### config.mk
export PLATFORM = sky130hd
export DESIGN_NAME = shift_pipe
export DESIGN_NICKNAME = d
export VERILOG_FILES = /design/src/rtl/shift_pipe.sv
export SDC_FILE = /design/constraint.sdc
export NUM_CORES = 1
export LEC_CHECK = 0
export ABC_AREA = 1
export BUFFER_PORTS_ARGS = -buffer_cell sky130_fd_sc_hd__buf_4
export CORE_UTILIZATION = 45
export DETAILED_ROUTE_END_ITERATION = 8
export GPL_TIMING_DRIVEN = 1
export PLACE_DENSITY = 0.64
export SYNTH_ARGS = -nofsm -noshare
export SYNTH_HDL_FRONTEND = slang
export SYNTH_SLANG_ARGS = --single-unit
### constraint.sdc
create_clock -name clk -period 3.7 [get_ports clk]
set_clock_uncertainty 0.1 [all_clocks]
set_input_delay 0.74 -clock clk [delete_from_list [all_inputs] [get_ports clk]]
set_output_delay 0.74 -clock clk [all_outputs]
set_load 0.05 [all_outputs]
### src/rtl/shift_pipe.sv
// Two-stage pipelined barrel shifter with ARM-style imm/reg amount rules, RRX and carry-out.
// Stage 1 normalises the amount into (n, mode); stage 2 shifts and registers the result.
module shift_pipe #(
  parameter int unsigned WIDTH = 32,
  parameter int unsigned AMT_W = 8
) (
  input  logic             clk,
  input  logic             rst_n,
  input  logic             in_valid,
  output logic             in_ready,
  input  logic [WIDTH-1:0] in_data,
  input  logic [AMT_W-1:0] in_amt,
  input  logic [1:0]       in_type,
  input  logic             in_reg_mode,
  input  logic             in_carry,
  output logic             out_valid,
  input  logic             out_ready,
  output logic [WIDTH-1:0] out_data,
  output logic             out_carry
);

  localparam int unsigned LW = $clog2(WIDTH);
  // One extra bit so an amount equal to WIDTH never aliases onto zero.
  localparam logic [AMT_W:0] NW = (AMT_W + 1)'(WIDTH);

  typedef enum logic [1:0] {ModePass, ModeShift, ModeRrx} mode_e;

  logic             v1_q, v2_q;
  logic [WIDTH-1:0] d1_q;
  logic [1:0]       type1_q;
  logic             c1_q;
  logic [AMT_W:0]   n1_q;
  mode_e            mode1_q;
  logic [WIDTH-1:0] data_q;
  logic             carry_q;

  logic adv1, adv2;

  assign adv2      = !v2_q || out_ready;
  assign adv1      = !v1_q || adv2;
  assign in_ready  = adv1;
  assign out_valid = v2_q;
  assign out_data  = data_q;
  assign out_carry = carry_q;

  // Stage 1: amount normalisation.
  logic [LW-1:0]  imm_amt;
  logic [AMT_W:0] n_norm;
  mode_e          mode_norm;

  always_comb begin
    imm_amt   = in_amt[LW-1:0];
    n_norm    = '0;
    mode_norm = ModeShift;
    if (in_reg_mode) begin
      n_norm = {1'b0, in_amt};
      if (in_amt == '0) mode_norm = ModePass;
    end else if (imm_amt == '0) begin
      case (in_type)
        2'b00:   mode_norm = ModePass;
        2'b11:   mode_norm = ModeRrx;
        default: n_norm    = NW;
      endcase
    end else begin
      n_norm = (AMT_W + 1)'(imm_amt);
    end
  end

  // Stage 2: shift and carry. Padding bits on each side capture the last bit shifted out.
  logic [LW-1:0]      n_lo;
  logic               n_lt, n_eq;
  logic [WIDTH:0]     lsl_w, lsr_w;
  logic signed [WIDTH:0] asr_w;
  logic [WIDTH-1:0]   ror_w;
  logic [WIDTH-1:0]   res;
  logic               res_c;

  always_comb begin
    n_lo  = n1_q[LW-1:0];
    n_lt  = n1_q < NW;
    n_eq  = n1_q == NW;
    lsl_w = {1'b0, d1_q} << n_lo;
    lsr_w = {d1_q, 1'b0} >> n_lo;
    asr_w = $signed({d1_q, 1'b0}) >>> n_lo;
    ror_w = WIDTH'({d1_q, d1_q} >> n_lo);
    res   = d1_q;
    res_c = c1_q;
    case (mode1_q)
      ModeRrx: begin
        res   = {c1_q, d1_q[WIDTH-1:1]};
        res_c = d1_q[0];
      end
      ModeShift: begin
        case (type1_q)
          2'b00: begin
            res   = n_lt ? lsl_w[WIDTH-1:0] : '0;
            res_c = n_lt ? lsl_w[WIDTH] : (n_eq & d1_q[0]);
          end
          2'b01: begin
            res   = n_lt ? lsr_w[WIDTH:1] : '0;
            res_c = n_lt ? lsr_w[0] : (n_eq & d1_q[WIDTH-1]);
          end
          2'b10: begin
            res   = n_lt ? asr_w[WIDTH:1] : {WIDTH{d1_q[WIDTH-1]}};
            res_c = n_lt ? asr_w[0] : d1_q[WIDTH-1];
          end
          default: begin
            res   = ror_w;
            res_c = ror_w[WIDTH-1];
          end
        endcase
      end
      default: ;
    endcase
  end

  always_ff @(posedge clk or negedge rst_n) begin
    if (!rst_n) begin
      v1_q    <= 1'b0;
      v2_q    <= 1'b0;
      d1_q    <= '0;
      type1_q <= '0;
      c1_q    <= 1'b0;
      n1_q    <= '0;
      mode1_q <= ModePass;
      data_q  <= '0;
      carry_q <= 1'b0;
    end else begin
      if (adv1) begin
        v1_q <= in_valid;
        if (in_valid) begin
          d1_q    <= in_data;
          type1_q <= in_type;
          c1_q    <= in_carry;
          n1_q    <= n_norm;
          mode1_q <= mode_norm;
        end
      end
      if (adv2) begin
        v2_q <= v1_q;
        if (v1_q) begin
          data_q  <= res;
          carry_q <= res_c;
        end
      end
    end
  end

endmodule
==> impl_metrics.yaml <==
finish:
  multi_input_area_mm2: 0.00600
  antenna_cells: 0
  nFillCells: 2181
  register_area_mm2: 0.00201
  drive_gt1_frac: 0.135
  final_util: 0.506
  fin_nets: 1617
  area_growth_pct: 10.1
cts:
  path_clk_slew_ns: 0.07
  cts.sinks: 80
  cts.path.max_buffers: 2
  cts.htree.levels: 3
  cts_buffers: 9
  cts_tree: "yes"
  ctsResizeCount: 0
  cts_root_buf: "clkbuf_16"
  clk_latency_ns: 0.36
  cts_hold_buffers: 0
  post_cts_buffers: 0
yosys:
  synth_compound_area_frac: 0.132
  synth_top_area_frac: 0.224
  netlist-cell-type-count: 38
  synthSimpleGateAreaFrac: 0.532
  synth_flop_cell: "dfrtp_1"
  postSynth.asyncResetShare: 1.00
  post-synth-top-count-cell: "nand2_1"
  syn_avg_cell_area_um2: 5.78
  synth_top_cell_by_area: "nand2_1"
  synth_area_leaders: "nand2_1 22%, dfrtp_1 22%, nand3_1 22%"
  syn_area_mm2: 0.00898
  ys_warn_count: 0
  syn_nets: 1605
  synthTopCellsByCount: "536 x nand2_1, 400 x nand3_1, 92 x a21oi_1"
  synth_top_family_by_area: "simple AND/OR/NAND/NOR gates"
  ys_ff_latch: 80
  synthXorXnorAreaFrac: 0
  synth_adder_area_share: 0.00418
  synth_edf_count: 0
  synth_cells: 1554
  ys_seq_area_frac: 0.223
  synth_mux_area_frac: 0
grt:
  grt_max_degree: 70
  grt_pass1_vias: 10200
  grt_usage: 0.409
  grt_overflow: 0
  grt_pass1_wl_mm: 61.7
  antenna_found_initial: 0
run:
  maxCapViolations: 0
sta:
  rsz0062_at_grt: "no"
  slew_headroom: 0.408
  drv_slew: 0
  post-route-period-util: 0.787
  hold_violations: 0
  min_period_ns: 2.91
  finalSetupViolCount: 0
  clock.fmax_mhz: 343
  tns_ns: 0
  worstMarginPinSlew_ns: 0.888
setup_path:
  crit_chain: "buf_4 -> nand3_2 -> nand3_1 -> nand3_1 -> o211ai_1 -> nand3_1 -> nand2_1 -> inv_1 -> nand2_1 -> nand2_1 -> nand2_1 -> nand2_1"
  crit_top_cell: "nand2_1"
  crit_family: "simple AND/OR/NAND/NOR gates"
  cpMaxStageDelayCell: "buf_4"
  path_class: "reg2reg"
  endpoint_kind: "flop"
  start_kind: "flop"
  cp_data_arrival_time_ns: 3.06
  cp.required_ns: 3.85
  crit_fanout: 69
  critPathMaxStageDelay_ns: 0.61
  crit_buf_inv: 2
detailed_routing:
  drtAntennaViolNets: 0
  drt_iter0_drc: 1201
  drc_errors: 0
  num_vias: 11300
  viasPerCell: 6.14
  totalWireLength_mm: 40.7
  routedWlPerCell_um: 22.2
  dr.pass1.iters: 8
hold_path:
  hold_path.class: "in2async"
pwr:
  vdd_drop_max_mv: 0.325
  powerDensity_mw_per_mm2: 593
  leakagePower_nw: 5.23
floorplan:
  rows: 51
  initial_utilization: 0.460
  die_area_mm2: 0.0205
  die_w_um: 143
  ios: 83
  die_h_um: 143
  core_region_area_mm2: 0.0195
placed_design:
  gpl.final_weighted_congestion: 1.05
  dp.final_hpwl_mm: 30.1
  portBuffers: 82
outcome:
  status: "complete, no violations"
-- worst paths after layout --
kind	slack, ns	end	cells past startpoint	start
min	0.35	out_data[13]	1	rst_n
max in group asynchronous	2.37	out_data[15]	2	rst_n
min in group clk	0.39	out_data[9]	2	out_data[9]
max reg2reg	0.79	out_data[29]	12	n1_q[1]
min reg2reg	0.39	out_data[9]	2	out_data[9]
max	0.79	out_data[29]	12	n1_q[1]
-- layout by cell type, fill, tap and decap left out, drive strengths merged, types with 3 or more instances in the layout --
master  instances
a21boi          3
a21oi          92
a31oi           5
buf           107
clkbuf         10
clkinv          3
dfrtp          80
ha              3
inv           105
nand2         575
nand3         413
nand4          11
nor2           49
o211ai         24
o21ai          77
-- final cells by class --
class / count / share of cell area
multi-input combinational: 1265 / 0.608
sequential: 80 / 0.203
timing repair buffer: 107 / 0.0864
inverter: 103 / 0.0401
tap: 265 / 0.0336
clock buffer: 10 / 0.0242
clock inverter: 6 / 0.00519
-- per-stage QoR --
stage / power [mW] / instances / hold WS [ns] / setup slack, ns / instance area (um2)
floorplan: 3.75 / 1554 / 0.344 / 1.26 / 8980
global placement: 4.85 / 1820 / 0.365 / 1.04 / 9590
detailed placement: 4.85 / 1820 / 0.366 / 1.04 / 9590
CTS: 5.77 / 1836 / 0.391 / 1.01 / 9880
global route: 6.20 / 1836 / 0.405 / 0.659 / 9880
finish: 5.86 / 1836 / 0.348 / 0.787 / 9880
-- flip-flops by register name, indices dropped and copies added, names as in the netlist --
| signal | flops |
|---|---|
| n1_q | 8 |
| v1_q | 1 |
| out_carry | 1 |
| d1_q | 32 |
| type1_q | 2 |
| mode1_q | 2 |
| c1_q | 1 |
| out_valid | 1 |
| out_data | 32 |
-- metal layers --
metal	track usage	part of all wire	vias to the layer above	wire (um)
met5	0	0	-	0
met4	0.233	0.060	0	2460
met3	0.0999	0.11	126	4510
met2	0.578	0.41	713	16700
met1	0.562	0.42	5229	17000
li1	-	-	5205	-
-- power breakdown --
group          switching, mW  internal [mW]
clock                  0.427          0.482
sequential             0.263           1.08
combinational           2.61          0.998
total                   3.30           2.56
-- cells by family after synthesis --
| family | after synthesis |
|---|---|
| flops | 80 |
| compound gates | 209 |
| buf+inv | 209 |
| simple gates | 1053 |
| fa+ha+maj | 3 |
Power figures use the tool's default switching activity.
